<file path="src/rtl/uart_program_loader.sv">
// UART boot loader: receives a length header plus big-endian instruction words and writes them to instruction memory.
// Define LOADER_CHECKSUM_EN to require a trailing XOR checksum byte before load_done is raised.
module uart_program_loader #(
    parameter int unsigned CLK_FREQ_HZ = 100000000,
    parameter int unsigned BAUD        = 115200,
    parameter int unsigned INSTR_WIDTH = 16,
    parameter int unsigned DEPTH       = 32,
    parameter int unsigned ADDR_W      = 5
) (
    input  logic                   CLK,
    input  logic                   CPU_RESETN,
    input  logic                   UART_TXD_IN,
    output logic                   wr_en,
    output logic [ADDR_W-1:0]      wr_addr,
    output logic [INSTR_WIDTH-1:0] wr_data,
    output logic                   load_done,
    output logic [ADDR_W:0]        word_count,
    output logic [1:0]             err_code
);

    localparam int unsigned DIV   = CLK_FREQ_HZ / BAUD;
    localparam int unsigned HALF  = DIV / 2;
    localparam int unsigned CNT_W = $clog2(DIV);
    localparam int unsigned BYTES = INSTR_WIDTH / 8;
    localparam int unsigned BC_W  = (BYTES > 1) ? $clog2(BYTES) : 1;

    typedef enum logic [1:0] {RX_IDLE, RX_START, RX_DATA, RX_STOP} rx_state_t;
    typedef enum logic [1:0] {
        L_IDLE,
        L_DATA,
`ifdef LOADER_CHECKSUM_EN
        L_CSUM,
`endif
        L_DONE
    } ld_state_t;

    // ---------------- receiver ----------------
    rx_state_t        rx_state_q, rx_state_d;
    logic             sync1_q, sync2_q, line_prev_q;
    logic [CNT_W-1:0] rx_cnt_q, rx_cnt_d;
    logic [2:0]       bit_idx_q, bit_idx_d;
    logic [7:0]       shift_q, shift_d;
    logic             byte_valid_q, byte_valid_d;
    logic             frame_err_q, frame_err_d;
    logic             half_tick, bit_tick;

    assign half_tick = (rx_cnt_q == CNT_W'(HALF - 1));
    assign bit_tick  = (rx_cnt_q == CNT_W'(DIV - 1));

    always_ff @(posedge CLK) begin
        if (!CPU_RESETN) begin
            sync1_q      <= 1'b1;
            sync2_q      <= 1'b1;
            line_prev_q  <= 1'b1;
            rx_state_q   <= RX_IDLE;
            rx_cnt_q     <= '0;
            bit_idx_q    <= '0;
            shift_q      <= '0;
            byte_valid_q <= 1'b0;
            frame_err_q  <= 1'b0;
        end else begin
            sync1_q      <= UART_TXD_IN;
            sync2_q      <= sync1_q;
            line_prev_q  <= sync2_q;
            rx_state_q   <= rx_state_d;
            rx_cnt_q     <= rx_cnt_d;
            bit_idx_q    <= bit_idx_d;
            shift_q      <= shift_d;
            byte_valid_q <= byte_valid_d;
            frame_err_q  <= frame_err_d;
        end
    end

    always_comb begin
        rx_state_d = rx_state_q;
        case (rx_state_q)
            RX_IDLE:  if (line_prev_q && !sync2_q) rx_state_d = RX_START;
            RX_START: if (half_tick) rx_state_d = sync2_q ? RX_IDLE : RX_DATA;
            RX_DATA:  if (bit_tick && bit_idx_q == 3'd7) rx_state_d = RX_STOP;
            RX_STOP:  if (bit_tick) rx_state_d = RX_IDLE;
            default:  rx_state_d = RX_IDLE;
        endcase
    end

    always_comb begin
        rx_cnt_d     = rx_cnt_q + 1'b1;
        bit_idx_d    = bit_idx_q;
        shift_d      = shift_q;
        byte_valid_d = 1'b0;
        frame_err_d  = 1'b0;
        case (rx_state_q)
            RX_IDLE: rx_cnt_d = '0;
            RX_START: begin
                if (half_tick) begin
                    rx_cnt_d  = '0;
                    bit_idx_d = '0;
                end
            end
            RX_DATA: begin
                if (bit_tick) begin
                    rx_cnt_d  = '0;
                    shift_d   = {sync2_q, shift_q[7:1]};
                    bit_idx_d = bit_idx_q + 1'b1;
                end
            end
            RX_STOP: begin
                if (bit_tick) begin
                    rx_cnt_d     = '0;
                    byte_valid_d = sync2_q;
                    frame_err_d  = !sync2_q;
                end
            end
            default: rx_cnt_d = '0;
        endcase
    end

    // ---------------- loader ----------------
    ld_state_t              state_q, state_d;
    logic [INSTR_WIDTH-1:0] word_q, word_d;
    logic [BC_W-1:0]        byte_cnt_q, byte_cnt_d;
    logic [ADDR_W-1:0]      addr_q, addr_d;
    logic [ADDR_W:0]        len_q, len_d;
    logic                   wr_en_q, wr_en_d;
    logic [ADDR_W-1:0]      wr_addr_q, wr_addr_d;
    logic [INSTR_WIDTH-1:0] wr_data_q, wr_data_d;
    logic                   load_done_q, load_done_d;
    logic [ADDR_W:0]        word_count_q, word_count_d;
    logic [1:0]             err_q, err_d;
`ifdef LOADER_CHECKSUM_EN
    logic [7:0]             csum_q, csum_d;
`endif
    logic                   accept, hdr_seen, hdr_bad, last_byte, load_end;

    assign accept    = byte_valid_q && !wr_en_q;
    assign hdr_seen  = accept && (shift_q != '0);
    assign hdr_bad   = (shift_q > 8'(DEPTH));
    assign last_byte = (byte_cnt_q == BC_W'(BYTES - 1));
    // word_count already includes the word being strobed, so this fires during the final wr_en
    assign load_end  = wr_en_q && (word_count_q == len_q);

    always_ff @(posedge CLK) begin
        if (!CPU_RESETN) begin
            state_q      <= L_IDLE;
            word_q       <= '0;
            byte_cnt_q   <= '0;
            addr_q       <= '0;
            len_q        <= '0;
            wr_en_q      <= 1'b0;
            wr_addr_q    <= '0;
            wr_data_q    <= '0;
            load_done_q  <= 1'b0;
            word_count_q <= '0;
            err_q        <= 2'b00;
`ifdef LOADER_CHECKSUM_EN
            csum_q       <= '0;
`endif
        end else begin
            state_q      <= state_d;
            word_q       <= word_d;
            byte_cnt_q   <= byte_cnt_d;
            addr_q       <= addr_d;
            len_q        <= len_d;
            wr_en_q      <= wr_en_d;
            wr_addr_q    <= wr_addr_d;
            wr_data_q    <= wr_data_d;
            load_done_q  <= load_done_d;
            word_count_q <= word_count_d;
            err_q        <= err_d;
`ifdef LOADER_CHECKSUM_EN
            csum_q       <= csum_d;
`endif
        end
    end

    always_comb begin
        state_d = state_q;
        if (frame_err_q) begin
            state_d = L_IDLE;
        end else begin
            case (state_q)
                L_IDLE, L_DONE: if (hdr_seen) state_d = hdr_bad ? L_IDLE : L_DATA;
`ifdef LOADER_CHECKSUM_EN
                L_DATA: if (load_end) state_d = L_CSUM;
                L_CSUM: if (accept) state_d = (shift_q == csum_q) ? L_DONE : L_IDLE;
`else
                L_DATA: if (load_end) state_d = L_DONE;
`endif
                default: state_d = L_IDLE;
            endcase
        end
    end

    always_comb begin
        word_d       = word_q;
        byte_cnt_d   = byte_cnt_q;
        addr_d       = addr_q;
        len_d        = len_q;
        wr_en_d      = 1'b0;
        wr_addr_d    = wr_addr_q;
        wr_data_d    = wr_data_q;
        load_done_d  = load_done_q;
        word_count_d = word_count_q;
        err_d        = err_q;
`ifdef LOADER_CHECKSUM_EN
        csum_d       = csum_q;
`endif
        if (frame_err_q) begin
            err_d       = 2'b01;
            load_done_d = 1'b0;
        end else begin
            case (state_q)
                L_IDLE, L_DONE: begin
                    if (hdr_seen) begin
                        load_done_d  = 1'b0;
                        word_count_d = '0;
                        if (hdr_bad) begin
                            err_d = 2'b10;
                        end else begin
                            err_d      = 2'b00;
                            byte_cnt_d = '0;
                            addr_d     = '0;
                            len_d      = (ADDR_W + 1)'(shift_q);
`ifdef LOADER_CHECKSUM_EN
                            csum_d     = '0;
`endif
                        end
                    end
                end
                L_DATA: begin
                    if (accept) begin
                        word_d = (word_q << 8) | INSTR_WIDTH'(shift_q);
`ifdef LOADER_CHECKSUM_EN
                        csum_d = csum_q ^ shift_q;
`endif
                        if (last_byte) begin
                            byte_cnt_d   = '0;
                            wr_en_d      = 1'b1;
                            wr_addr_d    = addr_q;
                            wr_data_d    = word_d;
                            word_count_d = word_count_q + 1'b1;
                            addr_d       = addr_q + 1'b1;
                        end else begin
                            byte_cnt_d = byte_cnt_q + 1'b1;
                        end
                    end
`ifndef LOADER_CHECKSUM_EN
                    else if (load_end) begin
                        load_done_d = 1'b1;
                    end
`endif
                end
`ifdef LOADER_CHECKSUM_EN
                L_CSUM: begin
                    if (accept) begin
                        if (shift_q == csum_q) load_done_d = 1'b1;
                        else                   err_d       = 2'b11;
                    end
                end
`endif
                default: ;
            endcase
        end
    end

    assign wr_en      = wr_en_q;
    assign wr_addr    = wr_addr_q;
    assign wr_data    = wr_data_q;
    assign load_done  = load_done_q;
    assign word_count = word_count_q;
    assign err_code   = err_q;

endmodule

</file>
<file path="config.mk">
export PLATFORM = sky130hd
export DESIGN_NAME = uart_program_loader
export DESIGN_NICKNAME = d
export VERILOG_FILES = /design/src/rtl/uart_program_loader.sv
export SDC_FILE = /design/constraint.sdc
export NUM_CORES = 1
export LEC_CHECK = 0
export CAP_MARGIN = 0
export CORE_ASPECT_RATIO = 0.8
export CORE_UTILIZATION = 60
export DETAILED_ROUTE_END_ITERATION = 12
export PLACE_DENSITY = 0.86
export SYNTH_ARGS = -nofsm -noshare
export SYNTH_HDL_FRONTEND = slang
export SYNTH_SLANG_ARGS = --single-unit
export TNS_END_PERCENT = 100
</file>
<file path="constraint.sdc">
create_clock -name CLK -period 3.35 [get_ports CLK]
set_input_delay 0.5025 -clock CLK [delete_from_list [all_inputs] [get_ports CLK]]
set_output_delay 0.5025 -clock CLK [all_outputs]
set_load 0.02 [all_outputs]
</file>
Word-level counts from Yosys, hierarchy flattened
Cells that the tools add are included.

Add/subtract/negate cells: 5. $lt $le $gt $ge: 1. Equality and inequality tests: 20. Multiplexer cells: 39. Bitwise logic cells: 6. Reductions and logical operators: 32.

Operator list (count): $pmux W10 S3 (1); $ne A2 B2 Y1 const B (11); $mux W10 (2); $mux W5 (4); $mux W6 (3); $mux W2 (8); $or A16 B8 Y16 (1); $reduce_and A4 Y1 (4); $mux W1 (12); $pmux W6 S2 (1); $add A10 B1 Y10 const B (1); $eq A10 B10 Y1 const B (1); $eq A10 B9 Y1 const B (1); $pmux W5 S2 (1); $reduce_and A5 Y1 (2); $reduce_and A3 Y1 (3); $gt A8 B6 Y1 const B (1); $pmux W2 S4 (1); $reduce_and A2 Y1 (4); $reduce_bool A2 Y1 (4); $reduce_bool A8 Y1 (1); $add A6 B1 Y6 const B (1); $eq A2 B2 Y1 const B (3); $eq A6 B6 Y1 (1); other kinds (16) (31).

Register bits: 81. Input port bits: 3. Output and inout port bits: 31.

Depth between registers and ports, before layout
Word-level depth: 6. Depth in mapped cells: 7. Gate-level depth less buffers: 6.

Worst setup path after synthesis
Ideal clock, no wire load.

Path type: reg-to-reg. From: register shift_q[0]. To: register byte_cnt_q. Setup time: 124 ps. Data arrival time: 1659 ps. Required time: 3226 ps. Setup slack: 1567 ps. Stages on the path, launching flop included: 5. Period minus slack after synthesis: 1783 ps. Cells stage by stage: dfxtp_1 > or4_1 > nor3_1 > nor4_4 > o311a_2.

Cells in the longest elaborated chain, start to end: 4. Elaborated cells between the ends (all ways): 6. Those cells by class: order compare (1); eq/ne (2); reduce/logical (3).

Ends and longest elaborated chain: start, declared (RTL line 42) `logic [7:0] shift_q, shift_d;`; start signal, assigned (RTL line 68) `shift_q <= shift_d;`; parallel branches: the longest is 3 deep, another holds $gt A8 B6 Y1; $reduce_and A5 Y1 (no source line) (*); end signal, assigned (RTL line 160) `byte_cnt_q <= byte_cnt_d;`; end, declared (RTL line 120) `logic [BC_W-1:0] byte_cnt_q, byte_cnt_d;`.

Mark *: on every way between the ends. A chain may end at the register's enable or synchronous reset.

Worst setup path after layout
From: register rx_cnt_q[0]. To: register shift_q[1].

Cells in the longest elaborated chain, start to end: 2.

Ends and longest elaborated chain: start, declared (RTL line 40) `logic [CNT_W-1:0] rx_cnt_q, rx_cnt_d;`; start signal, assigned (RTL line 66) `rx_cnt_q <= rx_cnt_d;`; $eq A10 B10 Y1 (RTL line 48) `assign bit_tick = (rx_cnt_q == CNT_W'(DIV - 1));`; $reduce_and A2 Y1 (no source line).

Every way passes these cells.

==> flow_metrics.tcl <==
set metrics [dict create \
    worstSetupEndpoint "shift_q[1]" \
    holdPathStages 1 \
    period_share 0.733 \
    async_flop_share 0 \
    htree_levels 3 \
    peakVddDrop_mv 0.335 \
    timing.rr.start "rx_cnt_q[0]" \
    yosys_warnings 0 \
    die-area_um2 5960 \
    grt_max_degree 42 \
    pwr-share-clk 0.451 \
    skew_ns 0.00899 \
    synth_fp_nets 406 \
    diodes 0 \
    synth-main-ff-cell "dfxtp_1" \
    drv_slew 0 \
    max_freq_mhz 407 \
    synth_top_area_frac 0.478 \
    syn_to_final_growth_pct 18.1 \
    remaining_drc_errors 0 \
    synth_edf_count 0 \
    crit_start "rx_cnt_q[0]" \
    yosys.area_share.adder 0.0221 \
    synth-seq-area-share 0.478 \
    p_switching_mw 0.346 \
    hpwlAfterDp_mm 4.89 \
    cts_root_buf "clkbuf_8" \
    antenna_found_initial 0 \
    gp_congestion 0.907 \
    cts_buffer_depth 2 \
    synthTopCellsByArea "dfxtp_1 (48%), nand2_1 (8.1%), a21oi_1 (5.6%), mux2i_1 (4.1%), nor2_1 (3.8%)" \
    synth_top_cell_by_area "dfxtp_1" \
    synth-simple-area-share 0.244 \
    cts_setup_buffers 0 \
    yosys_register_bits 81 \
    worstReg2RegEnd "shift_q[1]" \
    die_h_um 69.3 \
    final_layout_size_suffix_gt1_frac 0.0629 \
    synthesis.area_um2 3390 \
    cts_resized 0 \
    layout_commonest_cell "dfxtp_1" \
    maxCapViolCount 0 \
    synth_cell_types 51 \
    clk_latency_ns 0.35 \
    holdCritPathClass "flop to flop" \
    synth_top_family_by_area "simple AND/OR/NAND/NOR gates" \
    p_seq_frac 0.534 \
    ff2ff_setup_slack_ns 0.89 \
    overflow 0 \
    hold-worst-slack_ns 0.420 \
    final_cell_mix "dfxtp_1 (81), nand2_1 (73), a21oi_1 (38)" \
    clock-sinks 81 \
    synth_xor_xnor_area_share 0.0439 \
    sw_frac_of_total 0.191 \
    drt_iter0_drc 189 \
    path_max_fanout 10 \
    initial_core_util 0.624 \
    combinationalPowerShare 0.014 \
    hold_viol_final 0 \
    syn_inst 397 \
    grt_first_pass_wirelength_mm 12.2 \
    synth.avg_cell_area_um2 8.55 \
    vias 2871 \
    synth.mux.area_fraction 0.0413 \
    required_ns 3.57 \
    clkSlewWorstSetupHoldPaths_ns 0.07 \
    grt_pass1_vias 2774 \
    cts_tree "yes" \
    ant_nets 0 \
    ctsHoldBuffers 0 \
    path_class "flop to flop" \
    min_period_ns 2.46 \
    worst_setup_path_end_kind "flop" \
    io_buffers 33 \
    r2r_cells 5 \
    arrival_ns 2.68 \
    outcome "completed" \
    maxSlewHeadroom 0.537 \
    via_per_inst 5.66 \
    rsz0062_at_grt "no" \
    row_count 24 \
    die_w_um 86.1 \
    worstMarginPinSlew_ns 0.684 \
    first_pass_iters 4 \
    p_leak_nw 1.44 \
    p_per_area_nw_per_um2 452 \
    nets 434 \
    tns_ns 0 \
    setup_viol 0 \
    grt_usage 0.260 \
    p_int_mw 1.46 \
    design.core.area_um2 5440 \
    synth_compound_area_frac 0.133 \
    num_io_pins 34 \
    wl_per_cell_um 14.1 \
    cts-buffers-inserted 9 \
    cp-start-kind "flop" \
    drt-total-wl_mm 7.15 \
]
[per-layer routing]
metal  vias up  routed length (um)  global-route usage
met2        71                3510               0.450
met5         -                   0                   0
met4         0                  75              0.0981
met1      1361                3180               0.304
li1       1432                   -                   -
met3         7                 378              0.0714
[final cells by class]
cell class	count	area [um^2]
sequential	81	1620
clock inverter	3	90.1
clock buffer	12	135
inverter	10	37.5
multi-input combinational	283	1640
timing repair buffer	40	383
tap	78	97.6
fill	398	1430
[cells by family after synthesis]
family | count (synthesis)
AND/OR/NAND/NOR | 174
adder cells (fa/ha/maj) | 6
multiplexers | 14
XOR/XNOR | 17
buffers and inverters | 33
flip-flops | 81
AO/OA/AOI/OAI | 72
[synthesized netlist by cell type, types with 2 or more instances]
cell type,count
dfxtp_1,81
nand2_1,73
a21oi_1,38
nor2_1,34
nand3_1,22
clkbuf_1,16
mux2i_1,14
inv_1,10
nor3_1,9
xor2_1,9
nand4_1,8
xnor2_1,8
o21ai_0,7
ha_1,6
and3_1,5
buf_2,4
nand2b_1,4
a311oi_1,3
a31oi_1,3
buf_1,3
nor2b_1,3
a211oi_1,2
a41oi_1,2
and4_1,2
nor4_1,2
nor4bb_1,2
o21a_1,2
o22a_1,2
[how the worst min path moves through the flow]
stage	startpoint	endpoint	slack, ns
2_1_floorplan	sync1_q	sync2_q	0.39
3_3_place_gp	sync1_q	sync2_q	0.40
3_5_place_dp	sync1_q	sync2_q	0.40
4_1_cts	sync1_q	sync2_q	0.42
5_1_grt	sync1_q	sync2_q	0.46
6_report	sync1_q	sync2_q	0.42
[registers in the layout (all words and copies together) (netlist names), named ones only]
name and cells:
state_q 2, len_q 6, wr_data 16, byte_cnt_q 1, frame_err_q 1, line_prev_q 1
err_code 2, wr_addr 5, byte_valid_q 1, addr_q 5, wr_en 1, word_count 6
word_q 8, rx_state_q 1, load_done 1, rx_cnt_q 10, bit_idx_q 3, shift_q 8
sync2_q 1, sync1_q 1
[power by group through the flow]
stage	Sequential (mW)	Clock [mW]	Combinational (mW)
after floorplan	0.989	0	0.0187
after global placement	0.989	0	0.0256
after detailed placement	0.989	0	0.0259
after CTS	0.967	0.824	0.0261
after global routing	0.967	0.871	0.0290
final	0.967	0.817	0.0260
[per-stage QoR]
| stage | worst slack (ns) | instances | util | area [um^2] | power, mW |
|---|---|---|---|---|---|
| after floorplan | 1.57 | 397 | - | 3390 | 1.01 |
| after global placement | 1.13 | 492 | 0.696 | 3780 | 1.01 |
| after detailed placement | 0.953 | 492 | 0.696 | 3780 | 1.02 |
| after CTS | 0.927 | 507 | 0.737 | 4010 | 1.82 |
| after global routing | 0.771 | 507 | 0.737 | 4010 | 1.87 |
| final | 0.894 | 507 | 0.737 | 4010 | 1.81 |
[worst max-delay path, stage by stage (launching register included)]
cell	delay [ns]
dfxtp_1	0.40
ha_1	0.22
nor4bb_1	0.57
nand4_1	0.67
mux2i_1	0.38
nor2_1	0.09
Note: power is estimated with default switching activity, not from simulation.
